`src/rtl/rf_sched_pkg.sv`:
```
// Shared constants and types for the register-file writeback scheduler.
package rf_sched_pkg;

  localparam int unsigned REG_COUNT = 32;
  localparam int unsigned ZERO_REG  = 0;

  typedef enum logic [1:0] {
    SRC_NONE,
    SRC_ALU,
    SRC_LU
  } wb_src_e;

endpackage

```
`src/rtl/rf_scoreboard.sv`:
```
// Busy-register scoreboard for outstanding long-latency ops: issue admission,
// retire clearing and decode hazard detection.
module rf_scoreboard
  import rf_sched_pkg::*;
#(
  parameter int unsigned ADDR_WIDTH      = 5,
  parameter int unsigned MAX_OUTSTANDING = 4
) (
  input  logic                  CLK,
  input  logic                  RESET_N,
  input  logic                  issue_valid_i,
  input  logic [ADDR_WIDTH-1:0] issue_rd_i,
  output logic                  issue_ready_o,
  input  logic                  retire_i,
  input  logic [ADDR_WIDTH-1:0] retire_rd_i,
  input  logic [ADDR_WIDTH-1:0] dec_rs1_i,
  input  logic [ADDR_WIDTH-1:0] dec_rs2_i,
  input  logic [ADDR_WIDTH-1:0] dec_rd_i,
  output logic                  hazard_o,
  output logic [REG_COUNT-1:0]  busy_o
);

  localparam int unsigned CNT_WIDTH = $clog2(MAX_OUTSTANDING + 1);

  logic [REG_COUNT-1:0] busy_q, busy_d;
  logic [CNT_WIDTH-1:0] count_q, count_d;
  logic                 issue_fire;

  // Admission uses the current busy state, so an rd retiring this cycle stays blocked.
  always_comb begin
    issue_ready_o = (count_q < CNT_WIDTH'(MAX_OUTSTANDING)) & ~busy_q[issue_rd_i];
    issue_fire    = issue_valid_i & issue_ready_o;
  end

  always_comb begin
    busy_d = busy_q;
    if (retire_i && (retire_rd_i != ADDR_WIDTH'(ZERO_REG))) begin
      busy_d[retire_rd_i] = 1'b0;
    end
    if (issue_fire && (issue_rd_i != ADDR_WIDTH'(ZERO_REG))) begin
      busy_d[issue_rd_i] = 1'b1;
    end
    busy_d[ZERO_REG] = 1'b0;

    count_d = count_q;
    unique case ({issue_fire, retire_i})
      2'b10:   count_d = count_q + CNT_WIDTH'(1);
      2'b01:   count_d = count_q - CNT_WIDTH'(1);
      default: count_d = count_q;
    endcase
  end

  always_ff @(posedge CLK) begin
    if (!RESET_N) begin
      busy_q  <= '0;
      count_q <= '0;
    end else begin
      busy_q  <= busy_d;
      count_q <= count_d;
    end
  end

  // Bit 0 is never set, so x0 sources never hazard.
  always_comb begin
    hazard_o = busy_q[dec_rs1_i] | busy_q[dec_rs2_i] | busy_q[dec_rd_i];
    busy_o   = busy_q;
  end

  a_retire_with_none_outstanding: assert property (
    @(posedge CLK) disable iff (!RESET_N) retire_i |-> (count_q != '0)
  );

endmodule

```
`src/rtl/rf_wb_scheduler.sv`:
```
// Arbitrates the single register-file write port between ALU writeback and the
// long-latency unit, with starvation-triggered pipeline stall and registered outputs.
module rf_wb_scheduler
  import rf_sched_pkg::*;
#(
  parameter int unsigned ADDR_WIDTH      = 5,
  parameter int unsigned DATA_WIDTH      = 32,
  parameter int unsigned MAX_OUTSTANDING = 4,
  parameter int unsigned STARVE_LIMIT    = 3
) (
  input  logic                  CLK,
  input  logic                  RESET_N,
  input  logic                  ISSUE_VALID,
  input  logic [ADDR_WIDTH-1:0] ISSUE_RD,
  output logic                  ISSUE_READY,
  input  logic [ADDR_WIDTH-1:0] DEC_RS1,
  input  logic [ADDR_WIDTH-1:0] DEC_RS2,
  input  logic [ADDR_WIDTH-1:0] DEC_RD,
  output logic                  HAZARD,
  input  logic                  ALU_WEN,
  input  logic [ADDR_WIDTH-1:0] ALU_RD,
  input  logic [DATA_WIDTH-1:0] ALU_DATA,
  input  logic                  LU_VALID,
  input  logic [ADDR_WIDTH-1:0] LU_RD,
  input  logic [DATA_WIDTH-1:0] LU_DATA,
  output logic                  LU_READY,
  output logic                  PIPE_STALL,
  output logic                  RF_WEN,
  output logic [ADDR_WIDTH-1:0] RF_RD,
  output logic [DATA_WIDTH-1:0] RF_DATA,
  output logic [REG_COUNT-1:0]  BUSY_VEC
);

  localparam int unsigned STARVE_WIDTH = $clog2(STARVE_LIMIT + 1);

  logic [STARVE_WIDTH-1:0] starve_cnt_q, starve_cnt_d;
  logic                    starve;
  logic                    alu_grant;
  wb_src_e                 wb_src;

  logic                  rf_wen_q, rf_wen_d;
  logic [ADDR_WIDTH-1:0] rf_rd_q, rf_rd_d;
  logic [DATA_WIDTH-1:0] rf_data_q, rf_data_d;

  // ALU wins by default; once the LU has lost STARVE_LIMIT times the pipe is frozen for it.
  always_comb begin
    starve     = (starve_cnt_q >= STARVE_WIDTH'(STARVE_LIMIT));
    LU_READY   = LU_VALID & (~ALU_WEN | starve);
    PIPE_STALL = ALU_WEN & LU_VALID & starve;
    alu_grant  = ALU_WEN & ~PIPE_STALL;

    wb_src = SRC_NONE;
    if (LU_READY) begin
      wb_src = SRC_LU;
    end else if (alu_grant) begin
      wb_src = SRC_ALU;
    end

    starve_cnt_d = '0;
    if (LU_VALID && !LU_READY) begin
      starve_cnt_d = starve ? starve_cnt_q : starve_cnt_q + STARVE_WIDTH'(1);
    end
  end

  // x0 writes are consumed by the grant but never assert the register-file enable.
  always_comb begin
    rf_wen_d  = 1'b0;
    rf_rd_d   = rf_rd_q;
    rf_data_d = rf_data_q;
    case (wb_src)
      SRC_ALU: begin
        rf_wen_d  = (ALU_RD != ADDR_WIDTH'(ZERO_REG));
        rf_rd_d   = ALU_RD;
        rf_data_d = ALU_DATA;
      end
      SRC_LU: begin
        rf_wen_d  = (LU_RD != ADDR_WIDTH'(ZERO_REG));
        rf_rd_d   = LU_RD;
        rf_data_d = LU_DATA;
      end
      default: rf_wen_d = 1'b0;
    endcase
  end

  always_ff @(posedge CLK) begin
    if (!RESET_N) begin
      starve_cnt_q <= '0;
      rf_wen_q     <= 1'b0;
      rf_rd_q      <= '0;
      rf_data_q    <= '0;
    end else begin
      starve_cnt_q <= starve_cnt_d;
      rf_wen_q     <= rf_wen_d;
      rf_rd_q      <= rf_rd_d;
      rf_data_q    <= rf_data_d;
    end
  end

  always_comb begin
    RF_WEN  = rf_wen_q;
    RF_RD   = rf_rd_q;
    RF_DATA = rf_data_q;
  end

  rf_scoreboard #(
    .ADDR_WIDTH      (ADDR_WIDTH),
    .MAX_OUTSTANDING (MAX_OUTSTANDING)
  ) u_sb (
    .CLK           (CLK),
    .RESET_N       (RESET_N),
    .issue_valid_i (ISSUE_VALID),
    .issue_rd_i    (ISSUE_RD),
    .issue_ready_o (ISSUE_READY),
    .retire_i      (LU_READY),
    .retire_rd_i   (LU_RD),
    .dec_rs1_i     (DEC_RS1),
    .dec_rs2_i     (DEC_RS2),
    .dec_rd_i      (DEC_RD),
    .hazard_o      (HAZARD),
    .busy_o        (BUSY_VEC)
  );

  a_alu_write_to_busy_reg: assert property (
    @(posedge CLK) disable iff (!RESET_N)
    (alu_grant && (ALU_RD != ADDR_WIDTH'(ZERO_REG))) |-> !BUSY_VEC[ALU_RD]
  );

  a_lu_retire_not_busy: assert property (
    @(posedge CLK) disable iff (!RESET_N)
    (LU_READY && (LU_RD != ADDR_WIDTH'(ZERO_REG))) |-> BUSY_VEC[LU_RD]
  );

endmodule
```
`config.mk`:
```
export PLATFORM = sky130hd
export DESIGN_NAME = rf_wb_scheduler
export DESIGN_NICKNAME = d
export VERILOG_FILES = /design/src/rtl/rf_sched_pkg.sv /design/src/rtl/rf_scoreboard.sv /design/src/rtl/rf_wb_scheduler.sv
export SDC_FILE = /design/constraint.sdc
export NUM_CORES = 1
export LEC_CHECK = 0
export CAP_MARGIN = 20
export CORE_MARGIN = 4
export CORE_UTILIZATION = 24
export CTS_CLUSTER_SIZE = 30
export DETAILED_ROUTE_END_ITERATION = 12
export DONT_BUFFER_PORTS = 1
export PLACE_DENSITY_LB_ADDON = 0.15
export SETUP_SLACK_MARGIN = 0.05
export SYNTH_ARGS = -nofsm -noshare
export SYNTH_HDL_FRONTEND = slang
export SYNTH_HIERARCHICAL = 1
export SYNTH_SLANG_ARGS = --single-unit
```
`constraint.sdc`:
```
create_clock -name CLK -period 3.82 [get_ports CLK]
set_clock_uncertainty 0.2 [all_clocks]
set_input_delay 0.764 -clock CLK [delete_from_list [all_inputs] [get_ports CLK]]
set_output_delay 0.764 -clock CLK [all_outputs]
set_load 0.01 [all_outputs]
```
# Word-level counts from Yosys, hierarchy flattened
# Index checks and enable logic that the tools add are counted.
# Widths: inputs -> output; s select.
# word_totals
register_bits	75
elab_cells	70
input_bits	99
# op_classes
n_bitwise	15
n_eq_ne	4
n_reduce_logical	12
magnitude_cmp	9
add_sub_neg	3
muxes	20
# op_table
op	count
$mux 32	2
$pmux 32 s2	1
$and 32x32->32	1
$not 32->32	1
$or 32x32->32	1
$lt 5x6->1 const B	5
$bmux 1 s5	4
$reduce_bool 5->1	3
$demux 1 s5	2
$ge 5x1->1 const B	2
$pmux 5 s2	1
$mux 1	7
$and 1x1->1	6
$pmux 3 s2	1
$logic_and 1x1->1	5
$eq 2x1->1 const B	2
$eq 2x2->1 const B	2
$reduce_bool 2->1	2
$add 3x1->3 const B	1
$lt 3x3->1 const B	1
$not 1->1	3
$or 1x1->1	3
$sub 3x1->3 const B	1
$add 2x1->2 const B	1
other kinds (5)	5

# Logic depth before layout (Yosys ltp)
# logic_depth
word_depth	9
mapped_depth	13
mapped_depth_nobuf	11

# Modules after synthesis
# The synthesis kept the hierarchy.
# by_module_without_submodules
mod	seq_area_each_um2	cells_per_inst	area_per_inst_um2	n_inst
rf_scoreboard	680.7	310	2790.2	1
rf_wb_scheduler	800.8	143	1596.5	1

# Worst setup path after synthesis
# OpenSTA, ideal clock, no wires.
# synth_path
kind	input to register
from	input port ISSUE_RD[1]
to	register u_sb.count_q[2]
stages	12
path_slack_ns	0.223
arrival_time_ns	3.321
path_cell_list	buf_6 buf_2 mux4_2 inv_2 a221oi_2 nand3b_1 ha_1 inv_1 fa_1 xor2_1 or3_1 a21boi_0
# synth_between
elab_chain_len	7
elab_cells_between_ends	9
classes_between	eq/ne: 2; mux: 3; bitwise: 3; reduce/logical: 1
# synth_lines
item	line_no	rtl
from (decl)	rf_wb_scheduler.sv:14	input logic [ADDR_WIDTH-1:0] ISSUE_RD,
$bmux 1 s5 *	rf_scoreboard.sv:31	issue_ready_o = (count_q < CNT_WIDTH'(MAX_OUTSTANDING)) & ~busy_q[issue_rd_i];
$mux 1 (implied by the code) *	rf_scoreboard.sv:31	
$not 1->1 *	rf_scoreboard.sv:31	
$and 1x1->1 *	rf_scoreboard.sv:31	
$and 1x1->1 *	rf_scoreboard.sv:32	issue_fire = issue_valid_i & issue_ready_o;
$eq 2x1->1 / $eq 2x2->1 (equally long branches)	rf_scoreboard.sv:46	unique case ({issue_fire, retire_i})
$pmux 3 s2 / $reduce_bool 2->1 (equally long branches)	-	
to (signal assigned)	rf_scoreboard.sv:59	count_q <= count_d;
to (decl)	rf_scoreboard.sv:26	logic [CNT_WIDTH-1:0] count_q, count_d;
# Every way passes the cells marked *; elsewhere a longest branch is shown, timed or not. The select of a mux whose other input is x is not followed.
# A chain may end at the register's enable or synchronous reset.

# Final worst setup path
# layout_path
from	register u_sb.busy_q[13], in the netlist u_sb/busy_o[13]
to	register u_sb.count_q[2]
# layout_between
elab_chain_len	7
elab_cells_between_ends	9
classes_between	eq/ne: 2; mux: 3; bitwise: 3; reduce/logical: 1
# layout_lines
item	line_no	rtl
from (decl)	rf_scoreboard.sv:25	logic [REG_COUNT-1:0] busy_q, busy_d;
from (signal assigned)	rf_scoreboard.sv:58	busy_q <= busy_d;
$bmux 1 s5 *	rf_scoreboard.sv:31	
$mux 1 (implied by the code) *	rf_scoreboard.sv:31	
$not 1->1 *	rf_scoreboard.sv:31	
$and 1x1->1 *	rf_scoreboard.sv:31	
$and 1x1->1 *	rf_scoreboard.sv:32	
$eq 2x1->1 / $eq 2x2->1 (equally long branches)	rf_scoreboard.sv:46	
$pmux 3 s2 / $reduce_bool 2->1 (equally long branches)	-	
# Marked as above.

==> results.json <==
{
  "grt_pass1_wl_um": 23700,
  "ys_seq_area_share_pct": 33.8,
  "cts-root-buf": "clkbuf_16",
  "wl_per_cell_um": 23.6,
  "r2r-start": "u_sb/busy_o[13]$_SDFF_PN0_",
  "cts-resized-gates": 0,
  "yosys-top-cells-area": "dfxtp_1, mux4_2, a221o_1",
  "intPower_mw": 1.36,
  "core-area_um2": 18000,
  "area_growth_pct": 10.2,
  "rsz0062_at_grt": "false",
  "cellPowerDensity_nw_per_um2": 382,
  "cts.htree.levels": 3,
  "setup_viol": 0,
  "cts_tree": "built",
  "ctsHoldBuffers": 0,
  "finalPower_mw": 1.85,
  "hold_slack_ps": 234,
  "nets": 540,
  "ys_warn_count": 6,
  "synth.most_common_cell": "dfxtp_1",
  "hold_violations": 0,
  "min_path_type": "reg2reg",
  "path_class": "reg2reg",
  "die_w_um": 143,
  "setup-tns-final_ps": 0,
  "syn-num-nets": 555,
  "final.min_clock_period_ps": 3320,
  "power_frac_comb_pct": 10.1,
  "viasPerCell": 5.56,
  "async_flop_share_pct": 0,
  "synth_cell_types": 63,
  "ant_nets": 0,
  "vias": 3737,
  "gp_congestion": 0.831,
  "rr_endpoint": "u_sb/count_q[2]$_SDFFE_PN0P_",
  "drt_wl_total_um": 15900,
  "critPathLaunchType": "flip-flop",
  "ys.flop_type": "dfxtp_1",
  "clkTransAtPathRegs_ps": 60,
  "postSynthCellCount": 453,
  "pwr-share-seq_pct": 46.8,
  "drt-pass1-iter-count": 4,
  "layout-drive-gt1-share_pct": 14.0,
  "grt_usage_pct": 15.4,
  "grt_max_degree": 42,
  "io_buffers": 0,
  "dieArea_um2": 20500,
  "ioPinCount": 173,
  "start_util_pct": 24.4,
  "cts_setup_buffers": 0,
  "netlist_area_um2": 4390,
  "hold_depth": 1,
  "synthTopCellsByCount": "dfxtp_1, nand2_1, and2_1, a221o_1, o211ai_1",
  "cp_data_required_time_ps": 3880,
  "reg2reg_slack_ps": 500,
  "switchingPower_uw": 487,
  "cellLeakagePower_nw": 1.65,
  "vdd_drop_max_v": 0.000172,
  "p_sw_share_pct": 26.4,
  "die-height_um": 143,
  "fin_util_pct": 26.9,
  "rows": 49,
  "clock-sinks": 74,
  "outcome": "finished, final reports clean",
  "cts_buffers": 9,
  "fmax_mhz": 302,
  "drc": 0,
  "drv_cap": 0,
  "grt.overflow.total": 0,
  "final_max_slew_viol_count": 0,
  "avgSynthCellArea_um2": 9.68,
  "drt_iter0_drc": 246,
  "num_antenna_cells": 0,
  "fillCellCount": 1877,
  "crit_arrival_ps": 3370,
  "place_area_um2": 4550,
  "hold_start": "starve_cnt_q[0]$_SDFFE_PN0N_",
  "first_global_vias": 3967,
  "synth.ff_latch_count": 74,
  "min_to": "starve_cnt_q[0]$_SDFFE_PN0N_",
  "dp_hpwl_um": 11800,
  "cp_max_fo": 6,
  "slew_headroom_pct": 34.4,
  "clk_latency_ps": 340,
  "worstRegToRegCells": 12,
  "tightestPinTransition_ps": 982,
  "pwr-share-clk_pct": 43.2,
  "synth_top_area_share_pct": 33.8,
  "final_area_um2": 4830,
  "antenna_found_initial": 0,
  "end_kind": "flip-flop",
  "period_share_pct": 86.8,
  "synth-edff-count": 0,
  "synth_top_cell_by_area": "dfxtp_1",
  "clockBufferDepth": 2
}
[flip-flops by register name, indices dropped and copies added, names as in the netlist]
signal and flops:
RF_DATA 32, u_sb/busy_o 31, starve_cnt_q 2, RF_RD 5
u_sb/count_q 3, RF_WEN 1
[worst max-delay path by stage]
stage,startpoint,endpoint,slack [ps],cells past startpoint
floorplan,ISSUE_RD[1],u_sb/count_q[2]$_SDFFE_PN0P_,220,12
global placement,ISSUE_RD[1],u_sb/count_q[2]$_SDFFE_PN0P_,400,12
detailed placement,ISSUE_RD[1],u_sb/count_q[2]$_SDFFE_PN0P_,240,12
CTS,u_sb/busy_o[13]$_SDFF_PN0_,u_sb/count_q[2]$_SDFFE_PN0P_,520,12
global route,u_sb/busy_o[13]$_SDFF_PN0_,u_sb/count_q[2]$_SDFFE_PN0P_,330,12
finish,u_sb/busy_o[13]$_SDFF_PN0_,u_sb/count_q[2]$_SDFFE_PN0P_,500,12
[layer usage]
metal	vias up	track usage, %	routed length, µm
met4	0	8.25	622
li1	1723	-	-
met2	211	24.3	7390
met1	1767	18.1	6200
met5	-	0	0
met3	36	5.69	1670
[cells in the final DEF, fill, tap and decap left out, drive strengths merged, types with 12 or more instances in the layout]
cell	synthesis	final
dfxtp	74	74
nand2	41	41
and2	41	41
a221o	37	37
o211ai	25	25
o21ai	23	23
mux4	21	21
nor2	16	16
nor2b	15	15
nand3	12	12
[cell type report]
type | instances | area, µm² | area share [%]
Tap cell | 229 | 287 | 5.93
Timing Repair Buffer | 9 | 67.6 | 1.40
Clock buffer | 10 | 239 | 4.95
Clock inverter | 6 | 40.0 | 0.829
Multi-Input combinational cell | 336 | 2690 | 55.6
Sequential cell | 74 | 1480 | 30.7
Inverter | 8 | 30.0 | 0.621
[stage by stage]
stage / worst slack, ps / cells
floorplan: 223 / 453
global placement: 403 / 656
detailed placement: 239 / 656
CTS: 518 / 672
global route: 334 / 672
finish: 504 / 672
[power by group through the flow]
stage	registers (mW)	logic, mW	clock network [mW]
CTS	0.864	0.187	0.829
floorplan	0.864	0.179	0
detailed placement	0.880	0.187	0
global placement	0.881	0.183	0
global route	0.868	0.206	0.859
finish	0.863	0.186	0.796
[logic make-up (layout without fill, tap and decap cells)]
family,after synthesis,in the layout,synth area share [%]
simple gates,170,170,21.5
compound gates,122,122,23.0
flops,74,74,33.8
buf+inv,43,33,5.19
mux,38,38,15.0
fa+ha+maj,3,3,1.03
xor+xnor,2,2,0.399
other cells,1,1,0.0855
[critical path, cell delays in order, from the launching register on]
cell      delay (ps)
dfxtp_1          510
mux4_2           290
nor2b_1           40
o41ai_1          530
buf_4            210
nor2_1            70
nand3b_1         110
ha_1             180
inv_1             60
fa_1             370
xor2_1           160
or3_1            310
a21boi_0         190
(Power assumes the default switching activity.)
